$ cat config.mk
export PLATFORM = sky130hd
export DESIGN_NAME = ni_packet_engine
export DESIGN_NICKNAME = d
export VERILOG_FILES = /design/src/rtl/ni_pkg.sv /design/src/rtl/ni_sync_fifo.sv /design/src/rtl/ni_packet_engine.sv
export SDC_FILE = /design/constraint.sdc
export NUM_CORES = 1
export LEC_CHECK = 0
export CAP_MARGIN = 15
export CORE_UTILIZATION = 57
export CTS_CLUSTER_SIZE = 28
export DETAILED_ROUTE_END_ITERATION = 6
export GPL_ROUTABILITY_DRIVEN = 0
export PLACE_DENSITY = 0.79
export SETUP_SLACK_MARGIN = 0.02
export SLEW_MARGIN = 20
export SYNTH_ARGS = -nofsm -noshare
export SYNTH_HDL_FRONTEND = slang
export SYNTH_SLANG_ARGS = --single-unit
$ cat constraint.sdc
create_clock -name clk -period 4.8 [get_ports clk]
set_input_delay 0.96 -clock clk [delete_from_list [all_inputs] [get_ports clk]]
set_output_delay 0.96 -clock clk [all_outputs]
set_load 0.02 [all_outputs]
$ cat src/rtl/ni_pkg.sv
// Shared encodings and sizing helpers for the processor<->NoC network interface.
package ni_pkg;

    localparam logic [1:0] T_IDLE = 2'd0;
    localparam logic [1:0] T_HEAD = 2'd1;
    localparam logic [1:0] T_BODY = 2'd2;
    localparam logic [1:0] T_TAIL = 2'd3;

    localparam logic [1:0] R_HEAD = 2'd0;
    localparam logic [1:0] R_BODY = 2'd1;
    localparam logic [1:0] R_TAIL = 2'd2;
    localparam logic [1:0] R_DONE = 2'd3;

    localparam logic [5:0] HDR_TAG_DEF = 6'b101111;
    localparam logic       TAIL_BIT_DEF = 1'b1;

    function automatic int nflit(input int dw, input int fw);
        return dw / fw;
    endfunction

    function automatic int cnt_w(input int n);
        return (n > 1) ? $clog2(n) : 1;
    endfunction

endpackage

$ cat src/rtl/ni_sync_fifo.sv
// Single-clock FIFO with combinational read of the oldest entry.
module ni_sync_fifo #(
    parameter int WIDTH = 34,
    parameter int DEPTH = 4
) (
    input  logic             clk,
    input  logic             rst,
    input  logic             push_i,
    input  logic [WIDTH-1:0] wdata_i,
    input  logic             pop_i,
    output logic [WIDTH-1:0] rdata_o,
    output logic             full_o,
    output logic             empty_o
);

    localparam int AW = $clog2(DEPTH);

    logic [WIDTH-1:0] mem_q [DEPTH];
    logic [AW-1:0]    wptr_q;
    logic [AW-1:0]    rptr_q;
    logic [AW:0]      cnt_q;
    logic             do_push;
    logic             do_pop;

    assign full_o  = (cnt_q == (AW+1)'(DEPTH));
    assign empty_o = (cnt_q == '0);
    assign do_push = push_i && !full_o;
    assign do_pop  = pop_i && !empty_o;
    assign rdata_o = mem_q[rptr_q];

    always_ff @(posedge clk) begin
        if (do_push) begin
            mem_q[wptr_q] <= wdata_i;
        end
    end

    always_ff @(posedge clk or posedge rst) begin
        if (rst) begin
            wptr_q <= '0;
            rptr_q <= '0;
            cnt_q  <= '0;
        end else begin
            if (do_push) begin
                wptr_q <= wptr_q + AW'(1);
            end
            if (do_pop) begin
                rptr_q <= rptr_q + AW'(1);
            end
            if (do_push && !do_pop) begin
                cnt_q <= cnt_q + (AW+1)'(1);
            end else if (do_pop && !do_push) begin
                cnt_q <= cnt_q - (AW+1)'(1);
            end
        end
    end

endmodule

$ cat src/rtl/ni_packet_engine.sv
// Full-duplex network interface: TX serialises buffered words into
// HEAD/BODY/TAIL flits, RX reassembles and checks incoming packets.
module ni_packet_engine import ni_pkg::*; #(
    parameter int                        DATA_W   = 32,
    parameter int                        FLIT_W   = 8,
    parameter int                        ADDR_W   = 2,
    parameter logic [FLIT_W-ADDR_W-1:0]  HDR_TAG  = (FLIT_W-ADDR_W)'(HDR_TAG_DEF),
    parameter logic [FLIT_W-1:0]         TAIL     = {FLIT_W{TAIL_BIT_DEF}},
    parameter int                        TX_DEPTH = 4
) (
    input  logic              clk,
    input  logic              rst,
    input  logic [ADDR_W-1:0] dest_add,
    input  logic [DATA_W-1:0] proc_data_in,
    input  logic              proc_valid,
    output logic              proc_ready,
    output logic [DATA_W-1:0] proc_data_out,
    output logic              data_valid,
    input  logic              proc_ready_in,
    input  logic [FLIT_W-1:0] flit_in,
    input  logic              flit_in_valid,
    output logic              ni_ready,
    output logic [FLIT_W-1:0] flit_out,
    output logic              flit_valid,
    input  logic              noc_ready,
    output logic              rx_err
);

    localparam int NFLIT = nflit(DATA_W, FLIT_W);
    localparam int CW    = cnt_w(NFLIT);
    localparam int EW    = ADDR_W + DATA_W;

    logic [EW-1:0]     fifo_rdata;
    logic              fifo_full;
    logic              fifo_empty;
    logic              fifo_pop;
    logic [FLIT_W-1:0] head_flit;
    logic              tx_xfer;

    logic [1:0]        tx_st_q, tx_st_d;
    logic [DATA_W-1:0] tx_word_q, tx_word_d;
    logic [CW-1:0]     tx_cnt_q, tx_cnt_d;
    logic [FLIT_W-1:0] flit_q, flit_d;
    logic              fv_q, fv_d;

    ni_sync_fifo #(
        .WIDTH (EW),
        .DEPTH (TX_DEPTH)
    ) u_tx_fifo (
        .clk     (clk),
        .rst     (rst),
        .push_i  (proc_valid),
        .wdata_i ({dest_add, proc_data_in}),
        .pop_i   (fifo_pop),
        .rdata_o (fifo_rdata),
        .full_o  (fifo_full),
        .empty_o (fifo_empty)
    );

    assign proc_ready = !fifo_full;
    assign head_flit  = {HDR_TAG, fifo_rdata[EW-1 -: ADDR_W]};
    assign tx_xfer    = fv_q && noc_ready;
    assign flit_out   = flit_q;
    assign flit_valid = fv_q;

    always_comb begin
        tx_st_d   = tx_st_q;
        tx_word_d = tx_word_q;
        tx_cnt_d  = tx_cnt_q;
        flit_d    = flit_q;
        fv_d      = fv_q;
        fifo_pop  = 1'b0;
        unique case (tx_st_q)
            T_IDLE: begin
                if (!fifo_empty) begin
                    fifo_pop  = 1'b1;
                    flit_d    = head_flit;
                    fv_d      = 1'b1;
                    tx_word_d = fifo_rdata[DATA_W-1:0];
                    tx_st_d   = T_HEAD;
                end
            end
            T_HEAD: begin
                if (tx_xfer) begin
                    flit_d    = tx_word_q[DATA_W-1 -: FLIT_W];
                    tx_word_d = tx_word_q << FLIT_W;
                    tx_cnt_d  = '0;
                    tx_st_d   = T_BODY;
                end
            end
            T_BODY: begin
                if (tx_xfer) begin
                    if (tx_cnt_q == CW'(NFLIT - 1)) begin
                        flit_d   = TAIL;
                        tx_cnt_d = '0;
                        tx_st_d  = T_TAIL;
                    end else begin
                        flit_d    = tx_word_q[DATA_W-1 -: FLIT_W];
                        tx_word_d = tx_word_q << FLIT_W;
                        tx_cnt_d  = tx_cnt_q + CW'(1);
                    end
                end
            end
            T_TAIL: begin
                // back-to-back packets: next head replaces the tail directly
                if (tx_xfer) begin
                    if (!fifo_empty) begin
                        fifo_pop  = 1'b1;
                        flit_d    = head_flit;
                        tx_word_d = fifo_rdata[DATA_W-1:0];
                        tx_st_d   = T_HEAD;
                    end else begin
                        fv_d    = 1'b0;
                        tx_st_d = T_IDLE;
                    end
                end
            end
            default: tx_st_d = T_IDLE;
        endcase
    end

    always_ff @(posedge clk or posedge rst) begin
        if (rst) begin
            tx_st_q   <= T_IDLE;
            tx_word_q <= '0;
            tx_cnt_q  <= '0;
            flit_q    <= '0;
            fv_q      <= 1'b0;
        end else begin
            tx_st_q   <= tx_st_d;
            tx_word_q <= tx_word_d;
            tx_cnt_q  <= tx_cnt_d;
            flit_q    <= flit_d;
            fv_q      <= fv_d;
        end
    end

    logic [1:0]        rx_st_q, rx_st_d;
    logic [DATA_W-1:0] rx_word_q, rx_word_d;
    logic [CW-1:0]     rx_cnt_q, rx_cnt_d;
    logic [DATA_W-1:0] dout_q, dout_d;
    logic              dv_q, dv_d;
    logic              err_q, err_d;
    logic              rx_xfer;

    assign ni_ready      = (rx_st_q != R_DONE);
    assign rx_xfer       = flit_in_valid && ni_ready;
    assign proc_data_out = dout_q;
    assign data_valid    = dv_q;
    assign rx_err        = err_q;

    always_comb begin
        rx_st_d   = rx_st_q;
        rx_word_d = rx_word_q;
        rx_cnt_d  = rx_cnt_q;
        dout_d    = dout_q;
        dv_d      = dv_q;
        err_d     = 1'b0;
        unique case (rx_st_q)
            R_HEAD: begin
                if (rx_xfer) begin
                    if (flit_in[FLIT_W-1:ADDR_W] != HDR_TAG) begin
                        err_d = 1'b1;
                    end else begin
                        rx_cnt_d = '0;
                        rx_st_d  = R_BODY;
                    end
                end
            end
            R_BODY: begin
                if (rx_xfer) begin
                    rx_word_d = (rx_word_q << FLIT_W) | DATA_W'(flit_in);
                    if (rx_cnt_q == CW'(NFLIT - 1)) begin
                        rx_st_d = R_TAIL;
                    end else begin
                        rx_cnt_d = rx_cnt_q + CW'(1);
                    end
                end
            end
            R_TAIL: begin
                if (rx_xfer) begin
                    if (flit_in == TAIL) begin
                        dout_d  = rx_word_q;
                        dv_d    = 1'b1;
                        rx_st_d = R_DONE;
                    end else begin
                        err_d   = 1'b1;
                        rx_st_d = R_HEAD;
                    end
                end
            end
            R_DONE: begin
                if (proc_ready_in) begin
                    dv_d    = 1'b0;
                    rx_st_d = R_HEAD;
                end
            end
            default: rx_st_d = R_HEAD;
        endcase
    end

    always_ff @(posedge clk or posedge rst) begin
        if (rst) begin
            rx_st_q   <= R_HEAD;
            rx_word_q <= '0;
            rx_cnt_q  <= '0;
            dout_q    <= '0;
            dv_q      <= 1'b0;
            err_q     <= 1'b0;
        end else begin
            rx_st_q   <= rx_st_d;
            rx_word_q <= rx_word_d;
            rx_cnt_q  <= rx_cnt_d;
            dout_q    <= dout_d;
            dv_q      <= dv_d;
            err_q     <= err_d;
        end
    end

endmodule
==> run summary <==
The max-capacitance violation count came out at 0. The slowest stage of the critical path belongs to the cell sky130_fd_sc_hd__or3_2. The checks that failed: DRC. The worst setup path is launched from a primary input. The worst hold path depth is 1. TritonCTS built the clock tree. The largest stage delay on the critical path came out at 0.95 ns. The first global-routing pass estimated around 34,000 um of wire.

The relative contribution of combinational cells to total power came out at 0.315. The post-synthesis cell type count came out at 50. The number of hold violations in the final report is 0. The total CTS buffers is 26. The longest clock path from root to sink contains 3 buffers. The number of vias per cell came out at 6.07. The count of standard-cell rows is 49.

The total number of vias is ~6,000. The mapped netlist covers between 0.01 and 0.015 sq mm. The number of global-route vias before repair came out at 6,377.

Entering global routing, the biggest net connects 84 pins. The global-route total usage across every layer came out at 0.226. The detailed-router iteration count before antenna repair is 7. The total power after layout came out at slightly below 8000 uW. The worst reg-to-reg path cell count is 6.

The ratio of final minimum period to clock period is 0.605. The number of enable flip-flop cells after synthesis came out at ~140. The number of buffers and inverters on the critical path is 1. The max-slew violation total from the final report came to 0. The proportion of total power due to net switching came out at 0.334. The synthesis warning total came out at 0. The tree is rooted in a sky130_fd_sc_hd__clkbuf_16. Grouping stages by cell kind, the critical path spends the most delay in simple AND/OR/NAND/NOR gates. For the final database, setup skew stands at just under 0.01 ns. Among all flip-flop cells after synthesis, the most frequent one is sky130_fd_sc_hd__edfxtp_1. Port buffering added just over 90 buffers. Of the total power, the clock network draws 0.261. After synthesis, the share of flip-flops with an asynchronous set or reset is 0.473. The critical path goes through clkdlybuf4s50_1, and3_1, nand3_2, or3_2, mux2_4. The type of the worst min-delay path is reg -> reg. Clock-pin slew was measured on the worst setup and hold paths at around 0.060 ns. The initial utilization of the core area, before any placement, comes to 0.584. For this run the aggregate overflow at the end of global routing stands at 0. Of the total power, registers draw 0.423. The die covers about 0.019 sq mm. The half-perimeter wire length after detailed placement came out at 12,400 um. The actual slew at the worst max-slew pin is ~1.1 ns.

The power dissipated by switching net loads is about 2600 uW. In this run, post-CTS repair resized a total of 0 instances. STA classifies the critical path endpoint as a flop.

Of the synthesized area, sequential elements account for 0.676. The critical path in this run is classified as in -> reg. The data arrival time at the worst-slack endpoint came out at 3.31 ns.

The filler cells instantiated in the layout total 1,175. The analysis attributes to cell leakage a power of between 0.004 and 0.005 uW. The areal power density over the cells is ~620 mW/mm^2. Ranked by total cell area, the synthesized netlist is headed by sky130_fd_sc_hd__edfxtp_1 (39%), sky130_fd_sc_hd__dfrtp_1 (29%), sky130_fd_sc_hd__mux4_2 (7.2%). Dividing the detail-routed wire length by the instance count gives 20.7 um.

The worst setup slack before clock tree synthesis came out at around 1.5 ns. The final routed wirelength across all metal layers came out at between 20,000 and 25,000 um. The sum of negative setup slack came out at 0 ns.

The area added between synthesis and finish came out at 18.8%. For this run, design rule violations remaining after detail routing come to 18. For this block, the initial DRC count from the detailed router was ~570. between 90 and 100 I/O pins were placed.

The number of nets in the synthesized netlist is about 720. The worst slew margin relative to its limit is 0.280. The die outline width came out at between 100 and 150 um.

In this run the standard cell core region covers around 0.018 sq mm. The number of clock sinks seen by CTS came out at roughly 260. The hold buffer count at CTS came out at 0.

The data required time at the worst endpoint came out at ~5.2 ns. Static timing analysis puts the maximum clock frequency at roughly 0.34 GHz. The worst IR drop on VDD came out at 0.414 mV. The post-synthesis cell count came out at approximately 660. After synthesis, the mean cell area works out to about 16 sq um. The shortest clock period the worst path allows after layout came out at roughly 2.9 ns. Setup repair after global routing left no endpoint under its margin.

The number of failing setup endpoints in the final timing report came out at 0. The fraction of layout cells with a size suffix above 1 is 0.211. The biggest area contributor in the post-synthesis netlist is sky130_fd_sc_hd__edfxtp_1.

The insertion delay of the later-clocked pin in the worst-skew pair came out at roughly 0.53 ns. The critical path crosses 5 cells after its start point. The number of antenna repair diodes is 0. The final-layout worst hold slack came out at 0.499 ns. The number of nets with antenna violations after detailed routing came out at 0.

The maximum level of the CTS H-tree came out at 1. Of the post-synthesis cell area, the dominant cell type holds 0.387. The die height came out at ~140 um.

The post-layout net count came out at about 820. Once the clock tree was built, the setup fixing pass inserted 0 buffers. The run finished, with violations left. The final worst-path setup slack is between 1.5 and 2 ns. The cell-internal power is just over 5000 uW. The total of flip-flops plus latches after synthesis is ~260. The worst-path maximum fanout is 34.

For this run, the share of the core covered by cells in the final layout is 0.694. The number of antenna violations at the first check in global routing came out at 0.
-- layout make-up --
class	instances	area (sq um)	area share
flip-flops and latches	258	7140	0.569
clock buffers	34	722	0.0576
multi-input cells	350	3160	0.252
clock inverters	14	145	0.0116
repair buffers	105	1030	0.0822
inverters	15	58.8	0.00469
well taps	229	287	0.0228
-- through the flow --
step / cells / cell area [sq um]
floorplan: 661 / 10600
global placement: 956 / 11700
detailed placement: 956 / 11700
CTS: 1004 / 12500
global route: 1005 / 12500
finish: 1005 / 12500
-- worst paths after layout --
| kind | slack [ns] | end | from |
|---|---|---|---|
| hold / removal | 0.50 | rx_cnt_q[0]$_DFFE_PP0P_ | rx_cnt_q[0]$_DFFE_PP0P_ |
| hold reg to reg | 0.50 | rx_cnt_q[0]$_DFFE_PP0P_ | rx_cnt_q[0]$_DFFE_PP0P_ |
| max in group asynchronous | 3.00 | rx_word_q[16]$_DFFE_PP0P_ | rst |
| setup / recovery | 1.90 | proc_data_out[22]$_DFFE_PP0P_ | flit_in[2] |
| min in group asynchronous | 0.81 | tx_cnt_q[0]$_DFFE_PP0P_ | rst |
| setup reg to reg | 2.21 | flit_out[7]$_DFFE_PP0P_ | tx_st_q[1]$_DFFE_PP0P_ |
-- logic make-up after synthesis --
logic type               synth area share
AND/OR/NAND/NOR                    0.0801
AO/OA/AOI/OAI                      0.0442
adder cells (fa/ha/maj)            0.0161
multiplexers                        0.153
XOR/XNOR                          0.00498
flip-flops                          0.676
buffers and inverters              0.0262
-- cell usage in the layout (no fill, tap or decap), types with 3 or more instances in the layout --
cell type / n
sky130_fd_sc_hd__a21oi_1: 9
sky130_fd_sc_hd__a22o_1: 9
sky130_fd_sc_hd__a31oi_1: 5
sky130_fd_sc_hd__and2_1: 3
sky130_fd_sc_hd__and3_1: 5
sky130_fd_sc_hd__buf_4: 12
sky130_fd_sc_hd__bufinv_16: 3
sky130_fd_sc_hd__clkbuf_1: 5
sky130_fd_sc_hd__clkbuf_16: 27
sky130_fd_sc_hd__clkdlybuf4s50_1: 92
sky130_fd_sc_hd__clkinv_1: 5
sky130_fd_sc_hd__clkinv_2: 4
sky130_fd_sc_hd__dfrtp_1: 120
sky130_fd_sc_hd__edfxtp_1: 136
sky130_fd_sc_hd__ha_1: 12
sky130_fd_sc_hd__inv_1: 13
sky130_fd_sc_hd__mux2_2: 38
sky130_fd_sc_hd__mux2_4: 28
sky130_fd_sc_hd__mux4_2: 34
sky130_fd_sc_hd__nand2_1: 22
sky130_fd_sc_hd__nand2b_1: 4
sky130_fd_sc_hd__nand3_1: 3
sky130_fd_sc_hd__nor2_1: 13
sky130_fd_sc_hd__nor3_1: 51
sky130_fd_sc_hd__nor4_1: 24
sky130_fd_sc_hd__o21ai_0: 31
sky130_fd_sc_hd__or3_1: 25
sky130_fd_sc_hd__xnor2_1: 3
sky130_fd_sc_hd__xor2_1: 3
-- metal layers --
metal / GRT usage / routed length (um)
met1: 0.306 / 8740
met2: 0.379 / 10300
met4: 0.0852 / 703
met5: 0 / 0
met3: 0.0305 / 1020
-- state kept, by name (all words and copies together), names as in the netlist --
signal and cells:
flit_valid 1, rx_st_q 2, rx_word_q 32, tx_word_q 32
tx_cnt_q 2, u_tx_fifo.cnt_q 3, u_tx_fifo.mem_q 136, data_valid 1
proc_data_out 32, u_tx_fifo.wptr_q 2, flit_out 8, rx_err 1
u_tx_fifo.rptr_q 2, tx_st_q 2, rx_cnt_q 2
-- cell usage after synthesis, types with 2 or more instances --
| library cell | count |
|---|---|
| sky130_fd_sc_hd__buf_2 | 8 |
| sky130_fd_sc_hd__mux2_4 | 28 |
| sky130_fd_sc_hd__o31ai_1 | 2 |
| sky130_fd_sc_hd__a31oi_1 | 5 |
| sky130_fd_sc_hd__nor4_1 | 24 |
| sky130_fd_sc_hd__mux4_2 | 34 |
| sky130_fd_sc_hd__o211ai_1 | 2 |
| sky130_fd_sc_hd__nand3_1 | 3 |
| sky130_fd_sc_hd__mux2_2 | 38 |
| sky130_fd_sc_hd__inv_1 | 14 |
| sky130_fd_sc_hd__dfrtp_1 | 122 |
| sky130_fd_sc_hd__ha_1 | 12 |
| sky130_fd_sc_hd__o21ai_0 | 31 |
| sky130_fd_sc_hd__clkbuf_1 | 24 |
| sky130_fd_sc_hd__xnor2_1 | 3 |
| sky130_fd_sc_hd__xor2_1 | 3 |
| sky130_fd_sc_hd__nor3_2 | 2 |
| sky130_fd_sc_hd__o21bai_1 | 2 |
| sky130_fd_sc_hd__and2_1 | 3 |
| sky130_fd_sc_hd__a21oi_1 | 10 |
| sky130_fd_sc_hd__edfxtp_1 | 136 |
| sky130_fd_sc_hd__and3_1 | 5 |
| sky130_fd_sc_hd__nand2b_1 | 4 |
| sky130_fd_sc_hd__nor3_1 | 51 |
| sky130_fd_sc_hd__nand2_1 | 22 |
| sky130_fd_sc_hd__buf_12 | 3 |
| sky130_fd_sc_hd__or3_1 | 26 |
| sky130_fd_sc_hd__nor2_1 | 13 |
| sky130_fd_sc_hd__buf_6 | 2 |
| sky130_fd_sc_hd__a22o_1 | 9 |
-- worst register-to-register path: stages, from the launching register on --
cell                      delay [ns]
sky130_fd_sc_hd__dfrtp_1        0.43
sky130_fd_sc_hd__inv_1          0.12
sky130_fd_sc_hd__ha_1           0.31
sky130_fd_sc_hd__buf_4          0.47
sky130_fd_sc_hd__inv_2          0.36
sky130_fd_sc_hd__nor3_1         0.59
sky130_fd_sc_hd__a21oi_1        0.16
-- power groups by stage --
| stage | sequential, uW | clock [uW] | combinational [uW] |
|---|---|---|---|
| 3_5_place_dp | 3320 | 0 | 2400 |
| 2_1_floorplan | 3200 | 0 | 1810 |
| 3_3_place_gp | 3270 | 0 | 2310 |
| 6_report | 3290 | 2030 | 2450 |
| 5_1_grt | 3350 | 2150 | 2670 |
| 4_1_cts | 3290 | 2060 | 2450 |
Note: power is estimated with default switching activity, not from simulation.
